**src/rtl/sprite_load_scheduler_pkg.sv**
```systemverilog
// Shared definitions for the sprite load scheduler: FSM encodings, default blank timing
// matching hvsync_generator, and a small popcount helper for the miss statistics.
package sprite_load_scheduler_pkg;

    localparam logic [1:0] SCHED_IDLE = 2'd0;
    localparam logic [1:0] SCHED_ARB  = 2'd1;
    localparam logic [1:0] SCHED_LOAD = 2'd2;

    localparam int DEFAULT_HBLANK_START = 256;
    localparam int DEFAULT_HBLANK_END   = 308;

    localparam int MAX_SPRITES = 8;

    // Number of set bits in a request vector, zero-extended to MAX_SPRITES bits by the caller.
    function automatic logic [3:0] count_ones(input logic [MAX_SPRITES-1:0] vec);
        logic [3:0] total;
        total = 4'd0;
        for (int i = 0; i < MAX_SPRITES; i++) begin
            total = total + {3'd0, vec[i]};
        end
        return total;
    endfunction

endpackage

```
**src/rtl/sprite_load_scheduler_rr_pick.sv**
```systemverilog
// rr_pick: combinational rotating-priority encoder. Returns the first set bit of vec
// found scanning start, start+1, ... with wrap at N; shared by the ROM arbiters.
module rr_pick #(
    parameter int N     = 4,
    parameter int IDX_W = $clog2(N)
) (
    input  logic [N-1:0]     vec,
    input  logic [IDX_W-1:0] start,
    output logic             found,
    output logic [IDX_W-1:0] idx
);

    logic [IDX_W-1:0] pos;

    always_comb begin
        found = 1'b0;
        idx   = '0;
        pos   = '0;
        for (int i = 0; i < N; i++) begin
            pos = IDX_W'((int'(start) + i) % N);
            if (!found && vec[pos]) begin
                found = 1'b1;
                idx   = pos;
            end
        end
    end

endmodule

```
**src/rtl/sprite_load_scheduler.sv**
```systemverilog
// Time-shares one sprite ROM among the renderers during horizontal blank with a compacting,
// fairly rotating slot schedule. Define SPRITE_SCHED_STATS_EN to add missed_cnt/frame_clr.
module sprite_load_scheduler
    import sprite_load_scheduler_pkg::*;
#(
    parameter int NUM_SPRITES  = 4,
    parameter int ADDR_W       = 4,
    parameter int SLOT_CYCLES  = 4,
    parameter int HBLANK_START = DEFAULT_HBLANK_START,
    parameter int HBLANK_END   = DEFAULT_HBLANK_END
) (
    input  logic                          clk,
    input  logic                          reset_n,
    input  logic [8:0]                    hpos,
    input  logic [NUM_SPRITES-1:0]        req,
    input  logic [NUM_SPRITES*ADDR_W-1:0] addr_in,
`ifdef SPRITE_SCHED_STATS_EN
    input  logic                          frame_clr,
    output logic [7:0]                    missed_cnt,
`endif
    output logic [NUM_SPRITES-1:0]        load,
    output logic [ADDR_W-1:0]             rom_addr,
    output logic                          busy,
    output logic                          overrun
);

    localparam int IDX_W = $clog2(NUM_SPRITES);
    localparam int CNT_W = (SLOT_CYCLES > 1) ? $clog2(SLOT_CYCLES) : 1;

    localparam logic [8:0]       HB_START = 9'(HBLANK_START);
    localparam logic [8:0]       HB_END   = 9'(HBLANK_END);
    localparam logic [IDX_W-1:0] LAST_IDX = IDX_W'(NUM_SPRITES - 1);

    logic [1:0]             state;
    logic [NUM_SPRITES-1:0] pending;
    logic [IDX_W-1:0]       rr_ptr;
    logic [IDX_W-1:0]       line_ptr;
    logic [IDX_W-1:0]       sel;
    logic [CNT_W-1:0]       cnt;
    logic [ADDR_W-1:0]      addr_hold;

    logic                   pick_found;
    logic [IDX_W-1:0]       pick_idx;
    logic                   line_start;
    logic                   abort;

    logic [ADDR_W-1:0]      addr_arr [NUM_SPRITES];

    for (genvar g = 0; g < NUM_SPRITES; g++) begin : g_addr_split
        assign addr_arr[g] = addr_in[g*ADDR_W +: ADDR_W];
    end

    assign line_start = (hpos == HB_START);
    assign abort      = (hpos == HB_END) && (state != SCHED_IDLE);
    assign busy       = (state != SCHED_IDLE);

    // The scan origin is frozen per line (line_ptr) so rr_ptr's advance only affects the next line.
    rr_pick #(
        .N     (NUM_SPRITES),
        .IDX_W (IDX_W)
    ) u_rr_pick (
        .vec   (pending),
        .start (line_ptr),
        .found (pick_found),
        .idx   (pick_idx)
    );

    // Window sequencer: line start (also on an hpos jump mid-window), abort at the end of the
    // line, otherwise ARB picks the next pending sprite and LOAD holds its strobe for a slot.
    always_ff @(posedge clk or negedge reset_n) begin
        if (!reset_n) begin
            state    <= SCHED_IDLE;
            pending  <= '0;
            rr_ptr   <= '0;
            line_ptr <= '0;
            sel      <= '0;
            cnt      <= '0;
            load     <= '0;
            overrun  <= 1'b0;
        end else if (line_start) begin
            pending  <= req;
            line_ptr <= rr_ptr;
            rr_ptr   <= (rr_ptr == LAST_IDX) ? '0 : rr_ptr + 1'b1;
            overrun  <= (state != SCHED_IDLE);
            load     <= '0;
            state    <= SCHED_ARB;
        end else if (abort) begin
            load    <= '0;
            overrun <= overrun | (|pending);
            state   <= SCHED_IDLE;
        end else begin
            case (state)
                SCHED_ARB: begin
                    if (pick_found) begin
                        sel   <= pick_idx;
                        cnt   <= CNT_W'(SLOT_CYCLES - 1);
                        load  <= NUM_SPRITES'(1) << pick_idx;
                        state <= SCHED_LOAD;
                    end else begin
                        state <= SCHED_IDLE;
                    end
                end
                SCHED_LOAD: begin
                    if (cnt == '0) begin
                        pending[sel] <= 1'b0;
                        load         <= '0;
                        state        <= SCHED_ARB;
                    end else begin
                        cnt <= cnt - 1'b1;
                    end
                end
                default: state <= SCHED_IDLE;
            endcase
        end
    end

    // Remembers the address driven during the most recent load cycle so rom_addr holds it.
    always_ff @(posedge clk or negedge reset_n) begin
        if (!reset_n) begin
            addr_hold <= '0;
        end else if (state == SCHED_LOAD) begin
            addr_hold <= addr_arr[sel];
        end
    end

    assign rom_addr = (state == SCHED_LOAD) ? addr_arr[sel] : addr_hold;

`ifdef SPRITE_SCHED_STATS_EN
    logic [8:0] missed_sum;

    assign missed_sum = {1'b0, missed_cnt} + {5'd0, count_ones(MAX_SPRITES'(pending))};

    // Saturating count of sprites left unserved by aborts; a frame clear beats an increment.
    always_ff @(posedge clk or negedge reset_n) begin
        if (!reset_n) begin
            missed_cnt <= 8'd0;
        end else if (frame_clr) begin
            missed_cnt <= 8'd0;
        end else if (abort) begin
            missed_cnt <= missed_sum[8] ? 8'hFF : missed_sum[7:0];
        end
    end
`endif

endmodule
```
**config.mk**
```make
export PLATFORM = sky130hd
export DESIGN_NAME = sprite_load_scheduler
export DESIGN_NICKNAME = d
export VERILOG_FILES = /design/src/rtl/sprite_load_scheduler_pkg.sv /design/src/rtl/sprite_load_scheduler_rr_pick.sv /design/src/rtl/sprite_load_scheduler.sv
export SDC_FILE = /design/constraint.sdc
export NUM_CORES = 1
export LEC_CHECK = 0
export CORE_ASPECT_RATIO = 0.5
export CORE_MARGIN = 2
export CORE_UTILIZATION = 25
export DETAILED_ROUTE_END_ITERATION = 16
export HOLD_SLACK_MARGIN = 0.08
export PLACE_DENSITY = 0.53
export SLEW_MARGIN = 10
export SYNTH_ARGS = -nofsm -noshare
export SYNTH_HDL_FRONTEND = slang
export SYNTH_SLANG_ARGS = --single-unit
export TNS_END_PERCENT = 5
```
**constraint.sdc**
```tcl
create_clock -name clk -period 2.1 [get_ports clk]
set_input_delay 0.63 -clock clk [delete_from_list [all_inputs] [get_ports clk]]
set_output_delay 0.63 -clock clk [all_outputs]
set_load 0.01 [all_outputs]
```
# Yosys cells after proc, flatten, opt, wreduce, memory -nomap -nowiden
# Cells that the tools add are included.
# classes
mux,42
n_addsub,5
shift,1
n_eq_ne,10
bitwise,6
n_lt_le_gt_ge,7
n_reduce_logical,20
# ops
op,n
4-bit 2-to-1 mux,11
2-bit 2-to-1 mux,11
"9-bit == test, second input constant",2
"2-bit by 3-bit < comparator with 1-bit output, second input constant",5
1-bit 2-to-1 mux,11
2-bit nonzero test,5
1-bit binary-select mux with 2-bit select,4
4-bit binary-select mux with 2-bit select,1
"4-bit != test, second input constant",2
2-bit one-hot mux with 2 select lines,2
4-bit one-hot mux with 2 select lines,1
"2-bit != test, second input constant",3
3-bit AND reduction,2
1-bit logical AND,5
5-bit AND reduction,1
"2-bit by 1-bit adder with 2-bit output, second input constant",2
"2-bit adder, second input constant",2
4-bit bitwise AND,1
"2-bit == test, second input constant",2
4-bit inverter,1
4-bit AND reduction,1
4-bit nonzero test,1
4-bit OR reduction,1
"1-bit by 2-bit << shifter with 4-bit output, first input constant",1
other kinds (10),13
# totals
reg_bits,23
output_inout_bits,10
word_cells,100

# Logic depth before layout (Yosys ltp)
# Gate-level depths: netlist of run 1.
# logic_depth
word_depth,17
mapped_depth,7
mapped_depth_nobuf,6

# By module
# From an unflattened synthesis of run 1, not the netlist that was laid out.
# unflattened
hier_cells,123
area_unflattened_um2,1317.5
# by_module_without_submodules
mod,area_each_um2,cells_each,instances
sprite_load_scheduler,1239.9,108,1
rr_pick,77.6,15,1

# Least setup slack after synthesis of run 1
# No wires, ideal clock.
# synth_path
path_kind,input-to-reg
start,input hpos[3]
end,register line_ptr[0]
t_arrival_ns,2.086
cell_stages,4
setup_ns,0.125
path_slack_ns,-0.112
required_time_ns,1.975
cell_sequence,or4b_4 > or4_1 > buf_6 > mux2_4
# synth_via
elab_chain_cells,1
# synth_rtl
item,line,rtl
start: declaration,sprite_load_scheduler.sv:14,"input logic [8:0] hpos,"
9-bit == test,sprite_load_scheduler.sv:53,assign line_start = (hpos == HB_START);
end signal: assignment,sprite_load_scheduler.sv:82,line_ptr <= rr_ptr;
end: declaration,sprite_load_scheduler.sv:37,logic [IDX_W-1:0] line_ptr;
# No other way between the ends.
# A chain may end at the register's enable or synchronous reset.

# Final worst setup path of run 1
# layout_path
start,register sel[0]
end,output rom_addr[0]
# layout_via
elab_chain_cells,5
# layout_rtl
item,line,rtl
start: declaration,sprite_load_scheduler.sv:38,logic [IDX_W-1:0] sel;
start signal: assignment,sprite_load_scheduler.sv:95,sel <= pick_idx;
2-bit inverter with 3-bit output (implied by the code),sprite_load_scheduler.sv:126,assign rom_addr = (state == SCHED_LOAD) ? addr_arr[sel] : addr_hold;
4-bit binary-select mux with 2-bit select,sprite_load_scheduler.sv:126,
4-bit 2-to-1 mux (implied by the code) (2 in series),sprite_load_scheduler.sv:126,
4-bit 2-to-1 mux,-,
end: declaration,sprite_load_scheduler.sv:22,"output logic [ADDR_W-1:0] rom_addr,"
# No other way between the ends. The select of a mux whose other input is x is not followed.

==> impl_metrics.tcl, run 1 <==
set metrics [dict create \
    switching_share 0.252 \
    fin_cells 247 \
    antenna_found_initial 0 \
    fin_ws_ps -200 \
    slew_headroom 0.648 \
    ant_nets 0 \
    async_flop_share 1.00 \
    hpwl_um 2560 \
    clkPwrFrac 0.316 \
    cp-end-kind "output port" \
    die_y_um 56.3 \
    critical_path_arrival_ps 1670 \
    critPathMaxFanout 5 \
    ys.flop_type "dfrtp_1" \
    hp-class "flip-flop to flip-flop" \
    rsz0062_at_grt "yes" \
    synth_fp_nets 158 \
    syn_area_um2 1370 \
    status "finished with violations" \
    clk_pin_slew_ps 90 \
    setup_viol 4 \
    yosys_warnings 0 \
    dieArea_um2 6100 \
    worstPathRequired_ps 1470 \
    ys_types 40 \
    finClkSkew_ps 5.65 \
    start_util 0.268 \
    gr-usage-all-layers 0.117 \
    combPwrFrac 0.164 \
    dieWidth_um 109 \
    switchingPower_uw 229 \
    io_buffers 40 \
    critPathMaxStageDelay_ps 530 \
    core_area_um2 5090 \
    grt_pass1_vias 1164 \
    final_common_cell "dfrtp_1" \
    total_leakage_power_uw 0.000900 \
    ir_drop_uv 213 \
    critPathKind "flip-flop to output port" \
    drive_gt1_frac 0.266 \
    dr.pass1.iters 4 \
    grt_max_degree 24 \
    ios 41 \
    nets 214 \
    timing.final.crit_share 1.10 \
    final_cell_mix "dfrtp_1, clkdlybuf4s15_1, buf_4, clkdlybuf4s50_1, nor2_1" \
    tritoncts "yes" \
    cts_root_buf "clkbuf_8" \
    crit_path_start_kind "flip-flop" \
    crit_path_top_delay_cell "mux4_2" \
    cts-buffers-inserted 3 \
    vias_per_cell 4.78 \
    rows 18 \
    cts_buffer_depth 2 \
    vias 1180 \
    cp_cell_sequence "mux4_2 -> mux2_4 -> buf_6" \
    yosys-top-cells-area "dfrtp_1, mux4_2, mux2_2" \
    clock-sinks 23 \
    maxCapViolCount 0 \
    p_total_uw 908 \
    grt_pass1_wl_um 5630 \
    fmax_ghz 0.435 \
    hold-worst-slack_ps 498 \
    routedWlPerCell_um 14.0 \
    gr-total-overflow 0 \
    yosysSeqAreaShare 0.422 \
    p_int_uw 679 \
    period_needed_ps 2300 \
    synth_top_area_share 0.422 \
    dp_cells 241 \
    drc_errors 0 \
    tightest_slew_ps 528 \
    maxSlewViolCount 0 \
    design_area_um2 2030 \
    synthCells 122 \
    drt_iter0_markers 85 \
    routed_wl_um 3450 \
    htree_levels 1 \
    routabilityCongestion 0.776 \
    place_area_um2 1930 \
    synth_area_leader_cell "dfrtp_1" \
    ys_seq_elements 23 \
    synth.avg_cell_area_um2 11.2 \
    seqPwrFrac 0.519 \
    power.density_nw_per_um2 448 \
    clk-insertion-delay-late_ps 270 \
    setup_tns_ps -738 \
    violations "setup timing" \
    hold_viol_final 0 \
    cts-hold-fix-buffers 0 \
    synth-edff-count 0 \
    diodes 0 \
    syn_to_final_growth_pct 48.5 \
]
[metrics by stage]
step / worst slack (ps) / utilization
floorplan: -106 / -
global placement: -786 / 0.380
detailed placement: -805 / 0.380
CTS: -228 / 0.394
global route: -279 / 0.398
finish: -200 / 0.398
[synth_stat cells, types with 2 or more instances]
cell,n
dfrtp_1,23
nor2_1,9
inv_1,7
mux2_2,6
mux2i_1,6
ha_1,5
nand2_1,5
a21oi_1,4
a31oi_1,4
mux4_2,4
nor3_1,4
clkbuf_1,3
mux2_4,3
nand2b_1,3
nand3_1,3
o21ai_0,3
or4_1,3
a211oi_1,2
nor4_1,2
o221a_2,2
o2bb2ai_1,2
[power by group through the flow]
stage	clock network [uW]	registers, uW	logic (uW)
2_1_floorplan	0	478	53.7
3_3_place_gp	0	479	154
3_5_place_dp	0	479	157
4_1_cts	295	471	148
5_1_grt	317	474	164
6_report	287	472	149
[worst max-delay path: cells and delay by family, from the launching register on]
family                 cells  cell delay [ps]
DFF                        1              460
muxes                      2              820
buffers and inverters      1              120
[final timing paths]
path / startpoint / to / slack (ps) / cells after the start
setup / recovery: sel[0] / rom_addr[0] / -200 / 3
hold / removal: load[1] / load[1] / 500 / 1
setup reg to reg: state[1] / load[0] / 90 / 9
hold reg to reg: load[1] / load[1] / 500 / 1
max in group asynchronous: reset_n / sel[0] / 1120 / 2
min in group asynchronous: reset_n / pending[1] / 720 / 2
[logic make-up (layout without fill, tap and decap cells)]
| family | after synthesis | count (layout) | synth area share |
|---|---|---|---|
| simple gates | 38 | 39 | 0.159 |
| mux | 19 | 19 | 0.192 |
| compound gates | 25 | 25 | 0.140 |
| flops | 23 | 23 | 0.422 |
| fa+ha+maj | 5 | 5 | 0.0458 |
| buf+inv | 12 | 66 | 0.0413 |
[flip-flops by register name, indices dropped and copies added (netlist names)]
| name | count |
|---|---|
| addr_hold | 4 |
| load | 4 |
| pending | 4 |
| cnt | 2 |
| line_ptr | 2 |
| rr_ptr | 2 |
| sel | 2 |
| state | 2 |
| overrun | 1 |
[layout make-up]
class / instances / area [um2]
well taps: 70 / 87.6
clock buffers: 3 / 41.3
flip-flops and latches: 23 / 577
fillers: 525 / 3060
multi-input cells: 88 / 781
repair buffers: 55 / 509
clock inverters: 1 / 5.00
inverters: 7 / 26.3
[per-layer routing]
metal  share of wire  global-route usage
met1            0.51               0.171
met2            0.45               0.177
met3           0.029              0.0244
met4          0.0078              0.0256
met5               0                   0
[what timing repair did]
item	CTS	global route
resized for setup	68	3
gates cloned	1	0
pin swaps	2	1
buffers inserted	0	1
endpoints found under the setup margin	22	8
Power figures use the tool's default switching activity.
==> run 2, diff against run 1 <==
Settings changed: CORE_MARGIN 2 to 3, MAX_ROUTING_LAYER set to met4, SETUP_SLACK_MARGIN set to 0.02.
==> run 2 against run 1 <==
Count of clock-buffer cells in the layout unchanged. Wire length decreased by 1.5%. Sequential share of layout area increased by 0.23 points. Highest routed layer unchanged. Die area increased by 5.5%. The flow still finishes with violations (setup timing).
==> impl_metrics.tcl, run 2 (synthesis results as in run 1) <==
set metrics [dict create \
    die_y_um 58.3 \
    ir_drop_uv 250 \
    routedWlPerCell_um 13.8 \
    critical_path_arrival_ps 1670 \
    fin_ws_ps -202 \
    reg.largest.list "addr_hold x4, load x4, pending x4" \
    p_int_uw 679 \
    hold-worst-slack_ps 500 \
    rows 18 \
    clock-sinks 23 \
    fmax_ghz 0.434 \
    switchingPower_uw 226 \
    reg2reg_to "load[1]" \
    hold-path-endpoint "load[1]" \
    clk_pin_slew_ps 90 \
    cts_buffer_depth 2 \
    slew_headroom 0.693 \
    fillCellCount 522 \
    clk-insertion-delay-late_ps 270 \
    hpwl_um 2530 \
    critPathMaxStageDelay_ps 460 \
    routed_wl_um 3400 \
    grt_use_met3 0.0250 \
    vias_per_cell 4.78 \
    maxSlewViolCount 0 \
    violations "setup timing" \
    critPathKind "input pin to output port" \
    cts-buffers-inserted 3 \
    setup_viol 4 \
    power.density_nw_per_um2 450 \
    clkPwrFrac 0.319 \
    total_leakage_power_uw 0.000888 \
    final_cell_mix "dfrtp_1, clkdlybuf4s15_1, buf_4, clkdlybuf4s50_1, nor2_1" \
    rrSetupSlack_ps 80 \
    seqPwrFrac 0.520 \
    gr-total-overflow 0 \
    nets 213 \
    cp-end-kind "output port" \
    hold_viol_final 0 \
    start_util 0.268 \
    use_met1 0.158 \
    maxCapViolCount 0 \
    whs_path_depth 1 \
    period_needed_ps 2300 \
    antenna_found_initial 0 \
    tritoncts "yes" \
    r2r-start "state[1]" \
    hp-start "load[1]" \
    drt_iter0_markers 36 \
    hp-class "flip-flop to flip-flop" \
    critPathMaxFanout 2 \
    combPwrFrac 0.161 \
    ant_nets 0 \
    rsz0062_at_grt "yes" \
    cp_cell_sequence "clkdlybuf4s15_1 -> mux4_2 -> mux2_4 -> buf_6" \
    grt_pass1_vias 1211 \
    diodes 0 \
    dieWidth_um 111 \
    drive_gt1_frac 0.244 \
    io_buffers 40 \
    final_common_cell "dfrtp_1" \
    design_area_um2 2010 \
    switching_share 0.249 \
    place_area_um2 1920 \
    syn_to_final_growth_pct 47.3 \
    top_usage_layer "met2" \
    worstPathRequired_ps 1470 \
    finClkSkew_ps 3.60 \
    crit_path_top_delay_cell "mux4_2" \
    routabilityCongestion 0.782 \
    gr-usage-all-layers 0.114 \
    core_area_um2 5090 \
    vias 1176 \
    status "finished with violations" \
    htree_levels 1 \
    tightest_slew_ps 460 \
    dieArea_um2 6440 \
    timing.final.crit_share 1.10 \
    drc_errors 0 \
    cts_root_buf "clkbuf_8" \
    gr-usage-met2 0.177 \
    ios 41 \
    dr.pass1.iters 5 \
    reg2reg_depth 9 \
    grt_max_degree 24 \
    grt_pass1_wl_um 5820 \
    crit_path_start_kind "input pin" \
]
## run 2: repair_timing
action,CTS,global route
cloned,1,0
hold buffers,0,0
pin swaps,3,2
setup buffers,1,0
resized for setup,68,1
setup endpoints to repair,22,15
## run 2: layout make-up
type / instances / area (um2) / share of cell area
Multi-Input combinational cell: 88 / 768 / 0.382
Timing Repair Buffer: 54 / 503 / 0.250
Inverter: 7 / 26.3 / 0.0131
Sequential cell: 23 / 577 / 0.287
Tap cell: 70 / 87.6 / 0.0436
Clock buffer: 3 / 41.3 / 0.0205
Clock inverter: 1 / 7.51 / 0.00373
## run 2: worst max-delay path by stage
stage	start	to	slack, ps	depth (start not counted)
2_1_floorplan	hpos[3]	line_ptr[0]	-110	4
3_3_place_gp	addr_in[12]	rom_addr[0]	-790	4
3_5_place_dp	addr_in[13]	rom_addr[1]	-800	4
4_1_cts	sel[0]	rom_addr[1]	-200	3
5_1_grt	sel[0]	rom_addr[1]	-270	3
6_report	addr_in[13]	rom_addr[1]	-200	4
## run 2: worst max-delay path, delay by kind of cell
kind                   cells  cell delay (ps)
buffers and inverters      2              290
muxes                      2              750
## run 2: power by group through the flow
stage               combinational, uW  sequential (uW)  clock (uW)
global route                      161              473         323
CTS                               147              470         306
detailed placement                156              479           0
finish                            146              470         288
global placement                  153              479           0
floorplan                        53.7              478           0
## run 2: metrics by stage
stage               utilization  total power (uW)  worst slack [ps]  cells  TNS (ps)
global route              0.395               956              -268    246     -1070
global placement          0.378               632              -790    240    -11130
finish                    0.395               904              -202    246      -744
CTS                       0.395               923              -199    246      -790
detailed placement        0.378               634              -800    240    -11230
floorplan                     -               531              -106    122      -364
## run 2: per-layer routing
layer / share of wire / wire (um) / up-vias
met4: 0.0050 / 17 / 0
met5: 0 / 0 / -
met1: 0.52 / 1770 / 578
met3: 0.026 / 89 / 2
met2: 0.45 / 1530 / 15
li1: - / - / 581
==> run 3, diff against run 2 <==
Settings changed: SLEW_MARGIN 10 to unset.
==> results of run 3 <==
Final layout, timing and power as in run 2 (identical DEF).
